`config.mk`:
```
export PLATFORM = sky130hd
export DESIGN_NAME = count_seq
export DESIGN_NICKNAME = d
export VERILOG_FILES = /design/src/rtl/count_seq.sv
export SDC_FILE = /design/constraint.sdc
export NUM_CORES = 1
export LEC_CHECK = 0
export ABC_AREA = 0
export CAP_MARGIN = 20
export CORE_MARGIN = 3
export CORE_UTILIZATION = 40
export CTS_BUF_LIST = sky130_fd_sc_hd__clkbuf_8
export CTS_CLUSTER_SIZE = 40
export DETAILED_ROUTE_END_ITERATION = 8
export GPL_ROUTABILITY_DRIVEN = 0
export GPL_TIMING_DRIVEN = 0
export PLACE_DENSITY = 0.83
export SLEW_MARGIN = 20
export SYNTH_ARGS = -nofsm -noshare
export SYNTH_HDL_FRONTEND = slang
export SYNTH_SLANG_ARGS = --single-unit
```
`constraint.sdc`:
```
create_clock -name clk -period 2.9 [get_ports clk]
set_input_delay 0.435 -clock clk [delete_from_list [all_inputs] [get_ports clk]]
set_output_delay 0.435 -clock clk [all_outputs]
set_load 0.01 [all_outputs]
```
`src/rtl/count_seq.sv`:
```
// Interval sequencer driving an external load/enable counter; emits a tick when cnt_out hits the period.
// Optional prescaler enabled with `define COUNT_SEQ_PRESCALE_EN.
module count_seq #(
  parameter int WIDTH = 5
) (
  input  logic             clk,
  input  logic             rst,
  input  logic             start,
  input  logic             stop,
  input  logic             mode,
  input  logic [WIDTH-1:0] period,
  input  logic [WIDTH-1:0] cnt_out,
`ifdef COUNT_SEQ_PRESCALE_EN
  input  logic [7:0]       prescale,
`endif
  output logic             load,
  output logic             enab,
  output logic [WIDTH-1:0] cnt_in,
  output logic             busy,
  output logic             tick
);

  typedef enum logic [1:0] {
    ST_IDLE = 2'd0,
    ST_LOAD = 2'd1,
    ST_RUN  = 2'd2
  } state_t;

  state_t           r_state;
  state_t           w_state_nxt;
  logic             r_mode;
  logic [WIDTH-1:0] r_period;
  logic             r_tick;
  logic             w_latch;
  logic             w_term;
  logic             w_load;
  logic             w_enab;
  logic             w_pre_ok;

`ifdef COUNT_SEQ_PRESCALE_EN
  logic [7:0] r_scale;
  logic [7:0] r_pre;

  always_comb begin
    w_pre_ok = (r_pre == 8'd0);
  end

  // Prescaler: reload on every counter load, otherwise count down and reload at zero.
  always_ff @(posedge clk) begin
    if (!rst) begin
      r_scale <= 8'd0;
      r_pre   <= 8'd0;
    end else begin
      if (w_latch) begin
        r_scale <= prescale;
      end
      if (w_load) begin
        r_pre <= r_scale;
      end else if (r_state == ST_RUN) begin
        if (r_pre != 8'd0) begin
          r_pre <= r_pre - 8'd1;
        end else begin
          r_pre <= r_scale;
        end
      end else begin
        r_pre <= r_pre;
      end
    end
  end
`else
  always_comb begin
    w_pre_ok = 1'b1;
  end
`endif

  // Next-state decode; also flags when run parameters are captured.
  always_comb begin
    w_state_nxt = r_state;
    w_latch     = 1'b0;
    case (r_state)
      ST_IDLE: begin
        if (start && !stop) begin
          w_state_nxt = ST_LOAD;
          w_latch     = 1'b1;
        end else begin
          w_state_nxt = ST_IDLE;
        end
      end
      ST_LOAD: begin
        if (stop) begin
          w_state_nxt = ST_IDLE;
        end else begin
          w_state_nxt = ST_RUN;
        end
      end
      ST_RUN: begin
        if (stop || (w_term && !r_mode)) begin
          w_state_nxt = ST_IDLE;
        end else begin
          w_state_nxt = ST_RUN;
        end
      end
      default: begin
        w_state_nxt = ST_IDLE;
      end
    endcase
  end

  // Counter control decodes; stop kills both load and enable while running.
  always_comb begin
    w_term = (r_state == ST_RUN) && (cnt_out == r_period);
    w_load = (r_state == ST_LOAD) || (w_term && r_mode && !stop);
    w_enab = (r_state == ST_RUN) && !w_term && !stop && w_pre_ok;
  end

  // State, latched run parameters and the expiry pulse.
  always_ff @(posedge clk) begin
    if (!rst) begin
      r_state  <= ST_IDLE;
      r_mode   <= 1'b0;
      r_period <= {WIDTH{1'b0}};
      r_tick   <= 1'b0;
    end else begin
      r_state <= w_state_nxt;
      r_tick  <= w_term && !stop;
      if (w_latch) begin
        r_mode   <= mode;
        r_period <= period;
      end
    end
  end

  assign load   = w_load;
  assign enab   = w_enab;
  assign busy   = (r_state == ST_LOAD) || (r_state == ST_RUN);
  assign cnt_in = {WIDTH{1'b0}};
  assign tick   = r_tick;

endmodule
```
---- Yosys cells after proc, flatten, opt, wreduce, memory -nomap -nowiden ----
Cells that the tools add are included.
operators by class
  equality and inequality tests ........... 3
  mux-type cells .......................... 6
  reductions and logical operators ........ 15
operators by type and width
  cell                                           count
  logical AND 1 bit                              8
  one-hot mux 2 bit (3 select lines)             1
  == test 5 bit                                  1
  two-way mux 2 bit                              2
  zero test 1 bit                                3
  logical OR 1 bit                               3
  two-way mux 1 bit                              3
  == test 2 x 1 -> 1 bit, second input constant  1
  == test 2 bit, second input constant           1
  zero test 2 bit                                1
word-level totals
  flip-flop bits (word level) ............. 9
  input port bits ......................... 15

---- Depth between registers and ports, before layout ----
  word-level depth ........................ 6
  gate-level depth with buffers ........... 6

---- Least setup slack after synthesis ----
No wires, ideal clock.
  path kind ............................... input port to output port
  start ................................... input cnt_out[1]
  end ..................................... output enab
  arrival time ............................ 1029 ps
  slack ................................... 1436 ps
  stages .................................. 3
  path buffers ............................ 0
  cells stage by stage .................... xor2_1 nor3_4 a21boi_0
on the way
  cells in the longest elaborated chain, start to end .. 5
ends and longest elaborated chain
  element                         RTL line  RTL
  from (decl)                     12        input logic [WIDTH-1:0] cnt_out,
  == test 5 bit                   111       w_term = (r_state == ST_RUN) && (cnt_out == r_period);
  logical AND 1 bit               111
  zero test 1 bit                 113       w_enab = (r_state == ST_RUN) && !w_term && !stop && w_pre_ok;
  logical AND 1 bit (2 in a row)  113
  to (decl)                       17        output logic enab,
No other way between the ends.

---- Worst setup path after layout ----
  start ................................... input cnt_out[3]
  end ..................................... output enab
Same word-level chain as after synthesis.

==> metrics.md <==
| Metric | Value |
|---|---|
| Number of diodes | `0` |
| Worst-path fanout max | `4` |
| Power consumption | `0.340 mW` |
| Peak supply drop | `0.272 mV` |
| H-tree depth | `1` |
| # IOs | `24` |
| Final non-filler cell area | `between 700 and 800 sq um` |
| Clock Path Buffers | `2` |
| Top achievable clock speed | `407 MHz` |
| Final core utilization | `0.670` |
| Sequential element share of the synthesized area | `0.342` |
| Post-synthesis register bit count | `9` |
| First-pass detailed-route iteration total | `4` |
| Hold Path Class | `reg2reg` |
| Fraction of synthesis flops using an asynchronous set or reset pin | `0` |
| Capturing element of the worst setup path | `enab` |
| Clock period minus final worst setup slack | `between 2000 and 2500 ps` |
| CTS resizes | `0` |
| Total Neg Setup Slack | `0 ps` |
| Post-synthesis cell count | `52` |
| Cell-by-cell listing of the critical path | `clkdlybuf4s50_1 > xor2_1 > nor3_4 > a21boi_0 > clkdlybuf4s50_1` |
| Pre-CTS setup slack | `451 ps` |
| Core ar. | `1170 sq um` |
| Overflow left after global routing | `0` |
| Launching element type of the critical path | `primary input` |
| Number of distinct standard cells referenced by the synthesized netlist | `20` |
| Post-route insts no fill | `92` |
| Total die area | `around 1800 sq um` |
| Placed cell count | `88` |
| Worst setup startpoint | `cnt_out[3]` |
| Violation count after the first detailed-route iteration | `2` |
| Endpoints failing hold | `0` |
| Most used cell along the critical path | `sky130_fd_sc_hd__clkdlybuf4s50_1` |
| Synthesized area per cell | `roughly 10 sq um` |
| Growth of design area from synthesis to finish | `48.9%` |
| Most repeated cell in the gate-level netlist after synthesis | `sky130_fd_sc_hd__dfxtp_1` |
| Total wire length after detailed routing | `1040 microns` |
| Final HPWL DP | `between 800 and 900 microns` |
| Post-CTS Setup Inserts | `0` |
| Post-CTS Hold Fix Bufs | `0` |
| Top post-synthesis cells by area | `sky130_fd_sc_hd__dfxtp_1 (34%), sky130_fd_sc_hd__mux2i_1 (11%), sky130_fd_sc_hd__ha_1 (9.5%)` |
| Clk pin slew, worst setup/hold paths | `40 ps` |
| Peak per-stage delay on the critical path | `560 ps` |
| Total power divided by cell area | `approximately 430 nW/um^2` |
| Share of the synthesized area in the top cell type | `0.342` |
| Number of global-route vias before repair | `408` |
| R2r setup slk | `1670 ps` |
| TritonCTS clock tree | `built` |
| Number of antenna violations at the first check in global routing | `0` |
| Maximum number of pins on one net before global-route repair | `10` |
| Leakage | `0.366 nW` |
| Nature of the critical path endpoint | `output port` |
| Leading post-synthesis cells by instance count | `sky130_fd_sc_hd__dfxtp_1 (9), sky130_fd_sc_hd__nor2b_1 (7), sky130_fd_sc_hd__buf_4 (6), sky130_fd_sc_hd__mux2i_1 (6), sky130_fd_sc_hd__ha_1 (4)` |
| Number of nets at the end of the flow | `98` |
| Remaining routing DRC violations | `0` |
| Vertical die dimension | `42.3 microns` |
| TritonCTS buffer count | `3` |
| Number of warnings reported in the yosys synthesis log | `0` |
| Final setup skew | `2.17 ps` |
| Synthesized cell area | `527 sq um` |
| Vias/cell | `4.40` |
| Arr. time, crit path | `2020 ps` |
| Clk_lat worst skew | `between 200 and 250 ps` |
| Max-capacitance violation count | `0` |
| Number of enable-type register cells in the synthesized netlist | `0` |
| Buffers on Ports | `18` |
| Final max-slew violation count | `0` |
| Library cell with the largest summed area after synthesis | `sky130_fd_sc_hd__dfxtp_1` |
| Top flip-flop cell by instance count after synthesis | `sky130_fd_sc_hd__dfxtp_1` |
| Slowest CP cell | `sky130_fd_sc_hd__clkdlybuf4s50_1` |
| WL/cell | `approximately 11 microns` |
| Antenna viol nets, final | `0` |
| Run status | `finished clean` |
| Number of clock sinks | `9` |
| Die Span X | `between 40 and 50 microns` |
| Worst flop-to-flop path endpoint | `r_mode` |
| Cell area after placement | `739 sq um` |
| Worst hold slack | `539 ps` |
| Startpoint of the lowest-slack register-to-register path | `r_state[1]` |
| Starting density of the core | `0.450` |
| Final setup violation count | `0` |
| Fraction of layout instances using a drive strength above 1 | `0.141` |
| Total number of vias | `405` |
| Period utilization | `0.847` |
| Worst Reg-to-Reg Cells | `6` |
| Standard-cell rows | `12` |
| Root buf cell | `sky130_fd_sc_hd__clkbuf_8` |
| Setup repair after global routing missed its margin | `false` |
| Global-route usage over all layers | `0.138` |
| Wire length of the first global-routing pass | `approximately 1800 microns` |
| Critical path class | `in2out` |
| Setup slack after layout | `444 ps` |
| Required time at the endpoint of the critical path | `2470 ps` |
layout by cell type (no fill, tap or decap), types with 2 or more instances in the layout:
cell,count
sky130_fd_sc_hd__buf_4,6
sky130_fd_sc_hd__inv_1,3
sky130_fd_sc_hd__dfxtp_1,9
sky130_fd_sc_hd__nor2b_1,7
sky130_fd_sc_hd__xor2_1,3
sky130_fd_sc_hd__ha_1,4
sky130_fd_sc_hd__xnor2_1,2
sky130_fd_sc_hd__nor3b_1,2
sky130_fd_sc_hd__clkdlybuf4s50_1,18
sky130_fd_sc_hd__mux2i_1,6
sky130_fd_sc_hd__conb_1,5
sky130_fd_sc_hd__clkbuf_8,3
final cells by class:
class	instances	area, sq um
buffer	6	45.0
clock buffer	3	41.3
clock inverter	1	3.75
fill	104	387
inverter	2	7.51
multi-input combinational	39	309
sequential	9	180
tap	14	17.5
timing repair buffer	18	180
worst max-delay path: cells and delay by family:
kind	cells	cell delay, ps
AO/OA/AOI/OAI	1	170
XOR/XNOR	1	280
buffers and inverters	2	1030
AND/OR/NAND/NOR	1	100
flip-flops by register name, indices dropped and copies added, names as in the netlist:
register and count:
r_period 5, r_state 2, r_mode 1, tick 1
kinds of logic after synthesis:
| group | synth area share |
|---|---|
| simple gates | 0.204 |
| flops | 0.342 |
| buf+inv | 0.0998 |
| mux | 0.114 |
| xor+xnor | 0.0832 |
| fa+ha+maj | 0.0950 |
| compound gates | 0.0546 |
| other cells | 0.00712 |
worst min path at each step:
| stage | startpoint | end | slack (ps) | cells past startpoint |
|---|---|---|---|---|
| floorplan | r_period[1] | r_period[1] | 510 | 2 |
| global placement | r_period[0] | r_period[0] | 520 | 2 |
| detailed placement | r_period[1] | r_period[1] | 530 | 2 |
| CTS | r_period[2] | r_period[2] | 540 | 2 |
| global route | r_period[4] | r_period[4] | 560 | 2 |
| finish | r_period[3] | r_period[3] | 540 | 2 |
report_power, final:
group          switching [mW]  internal, mW  total [mW]
Combinational          0.0251        0.0397      0.0649
Clock                  0.0505        0.0923       0.143
Sequential            0.00338         0.129       0.133
layer usage:
metal	wire length (microns)	GRT usage
met1	376	0.129
met2	556	0.246
met3	83	0.0773
met4	20	0.0559
met5	0	0
No activity file was read; power rests on OpenSTA's default activity.
